**src/rtl/unidad_logica_secuencial.sv**
```systemverilog
// Registered stream reducer: folds WIDTH-bit operands with a selectable logic function
// and hands the result (count, error flag) to a consumer through a valid/ready handshake.
module unidad_logica_secuencial #(
  parameter int unsigned WIDTH   = 8,
  parameter int unsigned MAX_OPS = 16,
  localparam int unsigned CW     = $clog2(MAX_OPS + 1)
) (
  input  logic             clk,
  input  logic             rst_n,
  input  logic             act,
  input  logic [2:0]       sel,
  input  logic             in_valid,
  output logic             in_ready,
  input  logic [WIDTH-1:0] in_data,
  input  logic             in_last,
  output logic             out_valid,
  input  logic             out_ready,
  output logic [WIDTH-1:0] out_data,
  output logic [CW-1:0]    out_count,
  output logic             err
);

  localparam logic [1:0] IDLE   = 2'd0;
  localparam logic [1:0] ACUM   = 2'd1;
  localparam logic [1:0] SALIDA = 2'd2;

  localparam logic [CW-1:0] MAX_CNT = CW'(MAX_OPS);

  logic [1:0]       state_q, state_d;
  logic [2:0]       sel_q, sel_d;
  logic [WIDTH-1:0] acc_q, acc_d;
  logic [CW-1:0]    cnt_q, cnt_d;
  logic [WIDTH-1:0] out_data_q, out_data_d;
  logic [CW-1:0]    out_count_q, out_count_d;
  logic             err_q, err_d;

  logic             fire_in, fire_out;
  logic [2:0]       op_sel;
  logic [WIDTH-1:0] folded, nxt_acc, result;
  logic [CW-1:0]    nxt_cnt;
  logic             sel_bad, forced, close;

  // Handshake flags depend only on state, act and reset, never on the peer's strobes.
  assign in_ready  = rst_n & act & ((state_q == IDLE) | (state_q == ACUM));
  assign out_valid = (state_q == SALIDA);
  assign fire_in   = in_valid & in_ready;
  assign fire_out  = out_valid & out_ready & act;

  assign out_data  = out_data_q;
  assign out_count = out_count_q;
  assign err       = err_q;

  // The first beat of a frame uses the live select; later beats use the latched one.
  always_comb begin
    op_sel = (state_q == IDLE) ? sel : sel_q;
    case (op_sel)
      3'b001, 3'b100: folded = acc_q & in_data;
      3'b010, 3'b101: folded = acc_q | in_data;
      3'b011, 3'b110: folded = acc_q ^ in_data;
      default:        folded = acc_q;
    endcase
    nxt_acc = (state_q == IDLE) ? in_data : folded;
    nxt_cnt = (state_q == IDLE) ? CW'(1) : cnt_q + CW'(1);
    sel_bad = (op_sel == 3'b000) || (op_sel == 3'b111);
    forced  = !in_last && (nxt_cnt == MAX_CNT);
    close   = in_last || (nxt_cnt == MAX_CNT);
    result  = sel_bad ? '0 : (op_sel[2] ? ~nxt_acc : nxt_acc);
  end

  always_comb begin
    state_d     = state_q;
    sel_d       = sel_q;
    acc_d       = acc_q;
    cnt_d       = cnt_q;
    out_data_d  = out_data_q;
    out_count_d = out_count_q;
    err_d       = err_q;
    if (fire_in) begin
      acc_d = nxt_acc;
      cnt_d = nxt_cnt;
      if (state_q == IDLE) begin
        sel_d = sel;
      end
      if (close) begin
        state_d     = SALIDA;
        out_data_d  = result;
        out_count_d = nxt_cnt;
        err_d       = sel_bad | forced;
      end else begin
        state_d = ACUM;
      end
    end else if (fire_out) begin
      state_d = IDLE;
    end else if (state_q == 2'd3) begin
      state_d = IDLE;
    end
  end

  // Reset wins over act; with act low every next-state equals the current state.
  always_ff @(posedge clk) begin
    if (!rst_n) begin
      state_q     <= IDLE;
      sel_q       <= 3'b000;
      acc_q       <= '0;
      cnt_q       <= '0;
      out_data_q  <= '0;
      out_count_q <= '0;
      err_q       <= 1'b0;
    end else if (act) begin
      state_q     <= state_d;
      sel_q       <= sel_d;
      acc_q       <= acc_d;
      cnt_q       <= cnt_d;
      out_data_q  <= out_data_d;
      out_count_q <= out_count_d;
      err_q       <= err_d;
    end
  end

endmodule

```
**config.mk**
```make
export PLATFORM = sky130hd
export DESIGN_NAME = unidad_logica_secuencial
export DESIGN_NICKNAME = d
export VERILOG_FILES = /design/src/rtl/unidad_logica_secuencial.sv
export SDC_FILE = /design/constraint.sdc
export NUM_CORES = 1
export LEC_CHECK = 0
export BUFFER_PORTS_ARGS = -buffer_cell sky130_fd_sc_hd__buf_4
export CAP_MARGIN = 25
export CELL_PAD_IN_SITES_DETAIL_PLACEMENT = 0
export CELL_PAD_IN_SITES_GLOBAL_PLACEMENT = 2
export CORE_MARGIN = 4
export CORE_UTILIZATION = 25
export CTS_CLUSTER_DIAMETER = 60
export CTS_CLUSTER_SIZE = 12
export DETAILED_ROUTE_END_ITERATION = 6
export PLACE_DENSITY = 0.76
export SLEW_MARGIN = 20
export SYNTH_ARGS = -nofsm -noshare
export SYNTH_HDL_FRONTEND = slang
export SYNTH_SLANG_ARGS = --single-unit
```
**constraint.sdc**
```tcl
create_clock -name clk -period 2 [get_ports clk]
set_input_delay 0.2 -clock clk [delete_from_list [all_inputs] [get_ports clk]]
set_output_delay 0.2 -clock clk [all_outputs]
set_load 0.02 [all_outputs]
```
; ---- Word-level counts from Yosys, hierarchy flattened
; Cells that the tools add are included.
[op_classes]
addsub = 1
multipliers = 0
div = 0
order_cmp = 0
n_eq_ne = 11
n_shift = 0
mux = 10
bitwise = 11
n_reduce_logical = 13
[ops]
columns = operator, n
row1 = 2-to-1 mux 8 bit, 3
row2 = case mux 8 bit (3 select lines), 1
row3 = "== test 3 bit, second input constant", 4
row4 = bitwise AND 8 bit, 1
row5 = 2-to-1 mux 2 bit, 4
row6 = NOT 8 bit, 1
row7 = OR 8 bit, 1
row8 = XOR 8 bit, 1
row9 = "== test 3 x 2 -> 1 bit, second input constant", 2
row10 = OR reduction 2 bit, 3
row11 = "adder 5 x 1 -> 5 bit, second input constant", 1
row12 = bitwise AND 1 bit, 5
row13 = "== test 5 bit, second input constant", 1
row14 = 2-to-1 mux 5 bit, 1
row15 = "== test 2 bit, second input constant", 2
row16 = AND reduction 2 bit, 2
row17 = "== test 3 x 1 -> 1 bit, second input constant", 1
row18 = zero test 3 bit, 1
row19 = 2-to-1 mux 3 bit, 1
row20 = AND reduction 3 bit, 1
row21 = nonzero test 3 bit, 1
row22 = "== test 2 x 1 -> 1 bit, second input constant", 1
row23 = zero test 2 bit, 1
row24 = logical OR 1 bit, 2
row25 = 3 further kinds, 4
[word_totals]
register_bits = 32
latchBits = 0
ram_bits = 0
romBits = 0
inputBits = 17
output_inout_bits = 16
elab_cells = 53
mem_count = 0

; ---- Logic depth before layout (Yosys ltp)
[depth]
ltp_word = 9
ltp_mapped = 8
mapped_depth_nobuf = 7

; ---- Least setup slack after synthesis
; No wires, ideal clock.
[synth_path]
path_type = register to register
start = register state_q[1]
end = register out_data_q[6] (netlist: out_data[6])
t_arrival_ns = 2.031
t_required_ns = 1.878
slack_ns = -0.153
stages_incl_launch_ff = 9
path_buffers = 2
cell_sequence = dfxtp_1 -> buf_2 -> nor2_1 -> nor4b_1 -> a31oi_1 -> nor2_1 -> buf_2 -> mux2_2 -> o311a_1
[synth_between]
elab_chain_len = 9
word_cells_on_any_way = 27
[synth_rtl]
columns = element, line_no
row1 = start: declaration, 29  ; logic [1:0] state_q, state_d;
row2 = start signal: assignment, 110  ; state_q <= state_d;
row3 = zero test 2 bit, n/a
row4 = 2-to-1 mux 3 bit, n/a
row5 = == test 3 x 2 -> 1 bit (tied with other cells), 56  ; case (op_sel)
row6 = OR reduction 2 bit, 56
row7 = case mux 8 bit (3 select lines), 56
row8 = 2-to-1 mux 8 bit, 62  ; nxt_acc = (state_q == IDLE) ? in_data : folded;
row9 = NOT 8 bit, 67  ; result = sel_bad ? '0 : (op_sel[2] ? ~nxt_acc : nxt_acc);
row10 = 2-to-1 mux 8 bit (2 in series), 67
row11 = end signal: assignment, 114  ; out_data_q <= out_data_d;
row12 = end: declaration, 33  ; logic [WIDTH-1:0] out_data_q, out_data_d;
; Several ways; a longest one is shown, not always the timed one.
; A chain may end at the register's enable or synchronous reset.

; ---- Final worst setup path
[layout_path]
start = register state_q[1]
end = register out_data_q[2] (netlist: out_data[2])
; Same word-level chain as after synthesis.

==> results_dict.tcl <==
set metrics [dict create \
    synth_compound_area_frac 0.272 \
    hold_viol 0 \
    routed_wl_um 6760 \
    finalMaxSlewViolations 0 \
    yosysUniqueCellTypes 48 \
    violations "setup timing" \
    root_buffer "clkbuf_8" \
    grt_pass1_vias 2190 \
    max_freq_ghz 0.463 \
    antennaDiodeCount 0 \
    synth-xor-area-share 0.0652 \
    port_buffers 32 \
    die-area_um2 10700 \
    final_cell_mix "70 x buf_4, 29 x dfxtp_1, 25 x nand2_1" \
    drt-initial-drc-count 90 \
    skew_ns 0.00850 \
    max_stage_delay_ns 0.43 \
    drc_errors 0 \
    finalWorstSetupSlack_ns -0.159 \
    yosysSeqAreaShare 0.280 \
    slew-limit-headroom 0.710 \
    coreArea_um2 8810 \
    yosys.area_share.simple 0.141 \
    drive_gt1_frac 0.342 \
    synth_top_family_by_area "compound AO/OA/AOI/OAI gates" \
    leakage_nw 1.36 \
    cp.arrival_ns 2.33 \
    cts_hold_buf 0 \
    period_share 1.08 \
    crit_path_end_kind "flop" \
    holdCritStartpoint "sel[0]" \
    cts_tree "yes" \
    rows 34 \
    holdCritPathClass "primary input to flop" \
    synthCells 273 \
    worstPathMaxFanout 7 \
    r2r-end "out_data[2]" \
    synth.cell_area_um2 2280 \
    holdPathEnd "sel_q[0]" \
    synth_top_area_cell "dfxtp_1" \
    clock-sinks 32 \
    synth_top_area_frac 0.280 \
    worst-setup-path-type "flop to flop" \
    synth_area_leaders "dfxtp_1 28%, ha_1 9.3%, mux2_2 4.4%, nand2_1 4.4%, a21boi_0 4.3%" \
    required_ns 2.17 \
    grt_pass1_wl_um 11100 \
    rsz0062_at_grt "true" \
    ant_nets 0 \
    avgSynthCellArea_um2 8.37 \
    drv_cap 0 \
    dominantRegCellSynth "dfxtp_1" \
    layout.cells.non_filler 444 \
    path_cells "or3b_4, a221oi_4, a21oi_4, a222oi_1, xor2_1, o311a_1" \
    gp_congestion 0.781 \
    vias_per_cell 4.98 \
    fin_crit_ns 2.16 \
    cts_buffers 5 \
    dp_hpwl_um 4750 \
    clockBufferDepth 2 \
    nNetsFinal 369 \
    num_vias 2210 \
    tightestPinTransition_ns 0.423 \
    drt-pass1-iter-count 4 \
    r2r_start "state_q[1]" \
    setup_viol 9 \
    synth-seq-cells 32 \
    ff2ff_setup_slack_ns -0.16 \
    status "finished, violations left" \
    post-route-util 0.358 \
    antenna_found_initial 0 \
    grt_max_degree 33 \
    clk_pin_slew_ns 0.07 \
    cts-htree-levels 2 \
    start_kind "flop" \
    hold_slack_ns 0.230 \
    yosysWarnings 0 \
    synth-edff-count 0 \
    n_fill_cell 937 \
    clock_latency_ns 0.29 \
    die_h_um 104 \
    slowest_stage "a222oi_1" \
    r2r_cells 6 \
    dieWidth_um 104 \
    powerDensity_nw_per_um2 544 \
    final_common_cell "buf_4" \
    hold_path_depth 3 \
    dp_cells 430 \
    area_growth_syn_to_layout_pct 38.1 \
    synth_fa_ha_area_frac 0.0931 \
    start_util 0.259 \
    synth_mux_area_frac 0.0794 \
    synthArstFlopShare 0 \
    syn-num-nets 307 \
    vdd_drop_max_uv 222 \
    grt-ovfl-total 0 \
    wl_per_cell_um 15.2 \
    grtUsageTotal 0.125 \
    io-pin-count 33 \
]
[layer usage]
metal	vias to the layer above	track usage	part of all wire
li1	1105	-	-
met1	1066	0.170	0.49
met2	32	0.204	0.46
met3	7	0.0249	0.033
met4	0	0.0313	0.0086
met5	-	0	0
[registers in the layout, summed over array words and instances, names as in the netlist]
register   count
err            1
out_data       8
cnt_q          5
sel_q          3
acc_q          8
state_q        2
out_count      5
[critical path, delay by kind of cell (launching register included)]
kind / cells / cell delay [ns]
AO/OA/AOI/OAI: 4 / 1.17
XOR/XNOR: 1 / 0.12
flip-flops: 1 / 0.34
AND/OR/NAND/NOR: 1 / 0.42
[area by class of cell]
| cell class | count | area, um^2 | share of cell area |
|---|---|---|---|
| Inverter | 19 | 71.3 | 0.0226 |
| Clock buffer | 8 | 90.1 | 0.0286 |
| Sequential cell | 32 | 644 | 0.204 |
| Tap cell | 108 | 135 | 0.0428 |
| Multi-Input combinational cell | 202 | 1600 | 0.506 |
| Timing Repair Buffer | 75 | 617 | 0.196 |
[synth_stat cells, drive strengths merged (2+ instances only)]
cell,count
nor4,2
inv,19
xnor2,10
o21a,2
a211oi,2
xor2,7
mux2,9
ha,17
a21boi,16
and2,3
a21o,2
nand2,27
buf,7
a222oi,6
mux2i,8
nand3,14
dfxtp,32
clkbuf,13
o21ai,17
o211a,5
a21oi,17
o311a,6
nor2,10
a221o,2
[kinds of logic after synthesis]
group | count (synthesis)
AO/OA/AOI/OAI | 85
AND/OR/NAND/NOR | 66
buffers and inverters | 39
flip-flops | 32
XOR/XNOR | 17
multiplexers | 17
adder cells (fa/ha/maj) | 17
[worst max-delay path by stage]
stage               start     endpoint  slack (ns)  cells after the start
2_1_floorplan  state_q[0]  out_data[7]       -0.06                      6
3_3_place_gp   state_q[0]  out_data[7]       -0.17                      6
3_5_place_dp   state_q[0]  out_data[6]       -0.23                      6
4_1_cts        state_q[1]  out_data[0]       -0.16                      6
5_1_grt        state_q[0]  out_data[1]       -0.29                      7
6_report       state_q[1]  out_data[2]       -0.16                      6
[timing repair]
| action | CTS | global route |
|---|---|---|
| endpoints found under the setup margin | 17 | 21 |
| buffers inserted | 5 | 1 |
| resized for setup | 13 | 11 |
| pin swaps | 19 | 8 |
[report_power, final]
group          total (W)  switching [W]  leakage, nW  internal, W
registers       0.000670      0.0000149        0.261     0.000656
clock network   0.000538       0.000257       0.0455     0.000281
logic           0.000507       0.000260         1.05     0.000248
total            0.00172       0.000532         1.36      0.00118
[stage by stage]
step	area (um^2)	worst slack [ns]	total power, W	setup TNS (ns)
after floorplan	2310	-0.0560	0.000949	-0.285
after global placement	2920	-0.173	0.00113	-1.11
after detailed placement	2920	-0.228	0.00114	-1.63
after CTS	3110	-0.165	0.00173	-1.12
after global routing	3150	-0.292	0.00182	-3.34
final	3150	-0.159	0.00172	-1.14
Note: power is estimated with default switching activity, not from simulation.
